<file path="src/rtl/control_teclado.sv">
// Keypad controller: debounces raw scanner codes into single-cycle key events,
// accumulates decimal digits into a BCD entry and commits it on ENTER.
module control_teclado #(
    parameter int unsigned SCAN_WINDOW  = 8,
    parameter int unsigned DEBOUNCE_CYC = 16,
    parameter int unsigned N_DIGITS     = 3
) (
    input  logic                          clk,
    input  logic                          rst_n,
    input  logic [3:0]                    boton,
    output logic                          key_valid,
    output logic [3:0]                    key_code,
    output logic [4*N_DIGITS-1:0]         entry_bcd,
    output logic [$clog2(N_DIGITS+1)-1:0] entry_count,
    output logic                          entry_full,
    output logic [4*N_DIGITS-1:0]         value_bcd,
    output logic                          value_valid
);
    localparam int unsigned GW = $clog2(SCAN_WINDOW + 1);
    localparam int unsigned SW = $clog2(DEBOUNCE_CYC + 1);
    localparam int unsigned CW = $clog2(N_DIGITS + 1);
    localparam int unsigned EW = 4 * N_DIGITS;

    typedef enum logic [1:0] {StIdle, StDebounce, StPressed} state_e;

    state_e        state_q, state_d;
    logic [GW-1:0] gap_q, gap_d;
    logic [SW-1:0] stab_q, stab_d;
    logic [3:0]    cand_q, cand_d;
    logic          kv_q, kv_d;
    logic [3:0]    kc_q, kc_d;
    logic [EW-1:0] entry_q, entry_d;
    logic [CW-1:0] count_q, count_d;
    logic [EW-1:0] value_q, value_d;
    logic          vv_q, vv_d;
    logic          is_f;
    logic          released;

    assign is_f = (boton == 4'hF);

    always_comb begin
        gap_d = gap_q;
        if (!is_f) begin
            gap_d = '0;
        end else if (gap_q < GW'(SCAN_WINDOW)) begin
            gap_d = gap_q + GW'(1);
        end
    end

    // The key is gone once the gap counter saturates on this edge.
    assign released = (gap_d == GW'(SCAN_WINDOW));

    always_comb begin
        state_d = state_q;
        cand_d  = cand_q;
        stab_d  = stab_q;
        kv_d    = 1'b0;
        kc_d    = kc_q;
        unique case (state_q)
            StIdle: begin
                if (!is_f) begin
                    state_d = StDebounce;
                    cand_d  = boton;
                    stab_d  = SW'(1);
                end
            end
            StDebounce: begin
                if (!is_f && boton != cand_q) begin
                    cand_d = boton;
                    stab_d = SW'(1);
                end else if (is_f && released) begin
                    state_d = StIdle;
                    cand_d  = 4'hF;
                    stab_d  = '0;
                end else begin
                    stab_d = stab_q + SW'(1);
                    // Accept on the edge where the count reaches the threshold.
                    if (stab_d == SW'(DEBOUNCE_CYC)) begin
                        state_d = StPressed;
                        kv_d    = 1'b1;
                        kc_d    = cand_q;
                    end
                end
            end
            StPressed: begin
                if (released) begin
                    state_d = StIdle;
                    cand_d  = 4'hF;
                    stab_d  = '0;
                end
            end
            default: begin
                state_d = StIdle;
                cand_d  = 4'hF;
                stab_d  = '0;
            end
        endcase
    end

    always_comb begin
        entry_d = entry_q;
        count_d = count_q;
        value_d = value_q;
        vv_d    = 1'b0;
        if (kv_q) begin
            if (kc_q <= 4'd9) begin
                if (count_q < CW'(N_DIGITS)) begin
                    entry_d = (entry_q << 4) | EW'(kc_q);
                    count_d = count_q + CW'(1);
                end
            end else if (kc_q == 4'hE) begin
                entry_d = '0;
                count_d = '0;
            end else if (kc_q == 4'hA && count_q != '0) begin
                value_d = entry_q;
                vv_d    = 1'b1;
                entry_d = '0;
                count_d = '0;
            end
        end
    end

    always_ff @(posedge clk or negedge rst_n) begin
        if (!rst_n) begin
            state_q <= StIdle;
            gap_q   <= '0;
            stab_q  <= '0;
            cand_q  <= 4'hF;
            kv_q    <= 1'b0;
            kc_q    <= '0;
            entry_q <= '0;
            count_q <= '0;
            value_q <= '0;
            vv_q    <= 1'b0;
        end else begin
            state_q <= state_d;
            gap_q   <= gap_d;
            stab_q  <= stab_d;
            cand_q  <= cand_d;
            kv_q    <= kv_d;
            kc_q    <= kc_d;
            entry_q <= entry_d;
            count_q <= count_d;
            value_q <= value_d;
            vv_q    <= vv_d;
        end
    end

    assign key_valid   = kv_q;
    assign key_code    = kc_q;
    assign entry_bcd   = entry_q;
    assign entry_count = count_q;
    assign entry_full  = (count_q == CW'(N_DIGITS));
    assign value_bcd   = value_q;
    assign value_valid = vv_q;

endmodule

</file>
<file path="config.mk">
export PLATFORM = sky130hd
export DESIGN_NAME = control_teclado
export DESIGN_NICKNAME = d
export VERILOG_FILES = /design/src/rtl/control_teclado.sv
export SDC_FILE = /design/constraint.sdc
export NUM_CORES = 1
export LEC_CHECK = 0
export CAP_MARGIN = 20
export CORE_MARGIN = 2
export CORE_UTILIZATION = 42
export CTS_CLUSTER_DIAMETER = 100
export DETAILED_ROUTE_END_ITERATION = 7
export PLACE_DENSITY = 0.75
export SETUP_SLACK_MARGIN = 0.05
export SYNTH_ARGS = -nofsm -noshare
export SYNTH_HDL_FRONTEND = slang
export SYNTH_SLANG_ARGS = --single-unit
</file>
<file path="constraint.sdc">
create_clock -name clk -period 5.9 [get_ports clk]
set_clock_uncertainty 0.15 [all_clocks]
set_input_delay 0.885 -clock clk [delete_from_list [all_inputs] [get_ports clk]]
set_output_delay 0.885 -clock clk [all_outputs]
set_load 0.01 [all_outputs]
</file>
# Word-level counts from Yosys, hierarchy flattened
# Index checks and enable logic that the tools add are counted.
# W data, S select, Z words.
[word_totals]
elab_cells = 83
in_bits = 6
out_inout_bits = 33
reg_bits = 47
[op_classes]
reduce_logical = 13
eq_ne = 15
addsub = 3
muxes = 34
n_lt_le_gt_ge = 3
n_bitwise = 5
[op_table]
columns = ["cell", "n"]
rows = [
  ["$mux W12", 4],
  ["$mux W4", 6],
  ["$mux W5", 4],
  ["$mux W2", 9],
  ["$eq A4 B4 Y1 const B", 4],
  ["$pmux W5 S3", 1],
  ["$or A12 B4 Y12", 1],
  ["$pmux W4 S3", 1],
  ["$reduce_and A4 Y1", 3],
  ["$mux W1", 8],
  ["$ne A2 B2 Y1 const B", 3],
  ["$ne A3 B3 Y1 const B", 2],
  ["$pmux W2 S3", 1],
  ["$reduce_and A3 Y1", 2],
  ["$add A5 B1 Y5 const B", 1],
  ["$eq A5 B5 Y1 const B", 1],
  ["$add A4 B1 Y4 const B", 1],
  ["$eq A2 B2 Y1 const B", 2],
  ["$le A4 B4 Y1 const B", 1],
  ["$lt A4 B4 Y1 const B", 1],
  ["$ne A4 B4 Y1", 1],
  ["$not A1 Y1", 4],
  ["$logic_and A1 B1 Y1", 3],
  ["$reduce_bool A3 Y1", 1],
  ["8 further kinds", 8],
]

# Depth between registers and ports, before layout
[depth]
word_depth = 8
mapped_depth = 8
ltp_nobuf = 7

# Least setup slack after synthesis
# No wires, ideal clock.
[synth_timing]
path_kind = "input-to-reg"
start = "input port boton[3]"
end = "register kc_q[0] (netlist: key_code[0])"
path_slack_ns = 3.432
arrival_time_ns = 2.193
setup_time_ns = 0.125
n_path_buf = 0
required_ns = 5.625
path_stages = 5
cell_sequence = "xor2_1 > o41a_1 > nor2_8 > nand4_4 > mux2_4"
[synth_between]
elab_chain_cells = 6
elab_cells_between_ends = 10
cone_classes = "3 x eq/ne; 1 x mux; 2 x bitwise; 4 x reduce/logical"
[synth_lines]
columns = ["element", "line_no", "rtl"]
rows = [
  ["start, declared", "10", "input logic [3:0] boton,"],
  ["$eq A4 B4 Y1", "39", "assign is_f = (boton == 4'hF);"],
  ["$mux W4", "43", "if (!is_f) begin"],
  ["$eq A4 B4 Y1", "51", "assign released = (gap_d == GW'(SCAN_WINDOW));"],
  ["$logic_and A1 B1 Y1", "71", "end else if (is_f && released) begin"],
  ["$not A1 Y1 (no line)", "-", ""],
  ["$reduce_and A4 Y1 (no line) *", "-", ""],
  ["end signal, assigned", "141", "kc_q <= kc_d;"],
  ["end, declared", "31", "logic [3:0] kc_q, kc_d;"],
]
# Mark *: on every way between the ends. The rest lies on a longest branch, timed or not.
# A chain may end at the register's enable or synchronous reset.

# Worst setup path after layout
# Same ends and word-level chain as after synthesis.

==> run summary <==
placer congestion estimate: 0.846
unrepaired setup endpoints after global routing: no
largest area contributor in the netlist: dfrtp_1
Hold Crit Class: reg -> reg
Area Overhead vs Synth: 26.6%
R2R setup slack: 3.44 ns
half-perimeter wire length after placement: 3.12 mm
Max Fanout on Critical Path: 9
Achievable Freq: 365 MHz
Post-Syn Area per Cell: 11.2 µm²
clk_lat worst skew: 0.30 ns
worst rel slew slack: 0.420
cell count after placement: 304
CTS buffer count: 5
compound-gate portion of the synthesized area: 0.136
syn_nets: 210
power per cell area: 218 mW/mm²
endpoints failing setup: 0
Die Ht: 76.8 µm
WL per Instance: 13.4 µm
Reg clk slew, reported paths: 0.09 ns
min Tclk post-route: 2.74 ns
endpoint class of the critical path: flip-flop
post-synthesis cell type count: 43
fraction of layout cells with a size suffix above 1: 0.165
MaxCap Viol Count: 0
leak pwr: 1.27 nW
Die X: 76.8 µm
vias in the first global route: 1596
DRC viols: 0
largest family of logic cells by synthesized area: simple AND/OR/NAND/NOR gates
critical path class: in -> reg
synthesized flop and latch total: 47
slowest stage delay, CP: 0.52 ns
total track usage: 0.150
crit share post-route: 0.464
Post-synth ARST share: 1.00
Slew Viols, Final: 0
I/O Pins: 39
final hold violations: 0
arrival time worst endpoint: 2.77 ns
via count: 1621
actual transition at the worst max-transition pin: 0.864 ns
I/O Buffers: 38
initial core utilization: 0.436
CTS tree: built
1st-iter DRT viols: 37
cts repair resizes: 0
antenna violations before repair: 0
largest net degree at the start of global routing: 48
Critical path buffers and inverters: 1
hold_buf cts: 0
first-pass GRT wire length: 7.30 mm
total power: 0.614 mW
Startpoint Class: primary input
Synth warnings: 0
Core Area: 0.00511 mm²
Adder-Cell Fraction of Synth Area: 0.0281
CTS H-tree depth: 2
Critical-path top delay cell: o41a_1
Final Non-Filler Cells: 313
Clock Tree Buf Depth: 2
Routed Antenna Nets: 0
synth top area cells: dfrtp_1 (48%), nand2_1 (6.2%), mux2_2 (6.1%)
Post-synth top flop: dfrtp_1
Synth Area in XOR/XNOR: 0.0236
total die area: 0.00590 mm²
setup TNS: 0 ns
clk sinks: 47
Post-synth EDFFs: 0
post-synth top area share: 0.483
Top delay family on crit path: compound AO/OA/AOI/OAI gates
row count: 26
number of detailed-routing iterations run before antenna repair: 4
Seq/Total Area, Yosys: 0.530
fin nets: 253
Worst EP required: 5.93 ns
total gr overflow: 0
multiplexer share of the synthesized area: 0.0966
status: complete, no violations
Worst VDD drop: 182 µV
final core occ: 0.552
CTS root buffer: clkbuf_8
Mapped Area: 0.00223 mm²
crit-path cells: clkdlybuf4s50_1, xor2_1, o41a_1, nor2_8, nand4_4, mux2_4
Post-CTS Setup Bufs: 0
ant diodes: 0
Syn Inst Count: 199
drt via density: 5.18
Post-Route WL: 4.20 mm
Simple-Gate Fraction of Synth Area: 0.163
sequential cells by signal, summed over array words and instances, names as in the netlist:
| signal | flops |
|---|---|
| value_valid | 1 |
| value_bcd | 12 |
| cand_q | 4 |
| state_q | 2 |
| entry_count | 2 |
| key_valid | 1 |
| key_code | 4 |
| stab_q | 5 |
| gap_q | 4 |
| entry_bcd | 12 |
layer usage:
metal	global-route usage	up-vias	wire, µm
li1	-	794	-
met3	0.0318	7	174
met4	0.0436	0	37
met1	0.192	781	1900
met5	0	-	0
met2	0.256	39	2090
report_power, final:
group | switching [mW] | internal (mW)
clock | 0.111 | 0.128
combinational | 0.0218 | 0.0160
sequential | 0.00731 | 0.330
cell usage after synthesis (2+ instances only):
master    instances
clkbuf_1          3
o21ai_1          13
nor2_1            6
inv_1             9
mux2i_1           2
o22a_1            4
mux2_4            4
nand2_1          37
nand3_1           9
o211ai_1          2
nand2b_1          2
o21ai_0           4
nor4b_1           2
xor2_1            6
a21oi_1           4
nand4_1           4
dfstp_2           4
nor2b_1           2
ha_1              5
mux2_2           12
dfrtp_1          43
cell families (layout without fill, tap and decap cells):
kind of cell / Yosys count / count (layout)
AND/OR/NAND/NOR: 70 / 70
flip-flops: 47 / 47
AO/OA/AOI/OAI: 40 / 40
multiplexers: 18 / 18
buffers and inverters: 13 / 57
XOR/XNOR: 6 / 6
adder cells (fa/ha/maj): 5 / 5
layout make-up:
cell class / instances / area (µm²)
Fill cell: 464 / 2290
Sequential cell: 47 / 1180
Timing Repair Buffer: 40 / 403
Tap cell: 70 / 87.6
Clock inverter: 3 / 47.5
Inverter: 9 / 33.8
Clock buffer: 5 / 68.8
Multi-Input combinational cell: 139 / 998
path summary, 6_finish.rpt:
check / start / endpoint / depth (start not counted)
max: boton[3] / key_code[0] / 6
max in group asynchronous: rst_n / cand_q[0] / 2
min reg2reg: value_bcd[2] / value_bcd[2] / 1
min: value_bcd[2] / value_bcd[2] / 1
max reg2reg: gap_q[0] / key_code[0] / 6
min in group asynchronous: rst_n / value_bcd[7] / 1
through the flow:
step	area, µm²	setup slack (ns)	hold slack, ns
2_1_floorplan	2230	3.43	0.360
3_3_place_gp	2680	2.90	0.334
3_5_place_dp	2680	2.86	0.342
4_1_cts	2800	3.17	0.365
5_1_grt	2820	3.05	0.377
6_report	2820	3.16	0.358
worst register-to-register path: stages (launching register included):
cell and delay, ns:
dfrtp_1 0.44, ha_1 0.35, or4b_4 0.51, a21oi_4 0.23, o31ai_4 0.16, nand4_4 0.19, mux2_4 0.31
layout by cell type, fill, tap and decap left out, types with 2 or more instances in the layout:
cell type / count
a21oi_1: 4
clkbuf_8: 5
clkdlybuf4s50_1: 37
dfrtp_1: 43
dfstp_2: 4
ha_1: 5
inv_1: 9
mux2_2: 12
mux2_4: 4
mux2i_1: 2
nand2_1: 37
nand2b_1: 2
nand3_1: 9
nand4_1: 4
nor2_1: 6
nor2b_1: 2
nor4b_1: 2
o211ai_1: 2
o21ai_0: 4
o21ai_1: 13
o22a_1: 4
xor2_1: 6
Note: power is estimated with default switching activity, not from simulation.
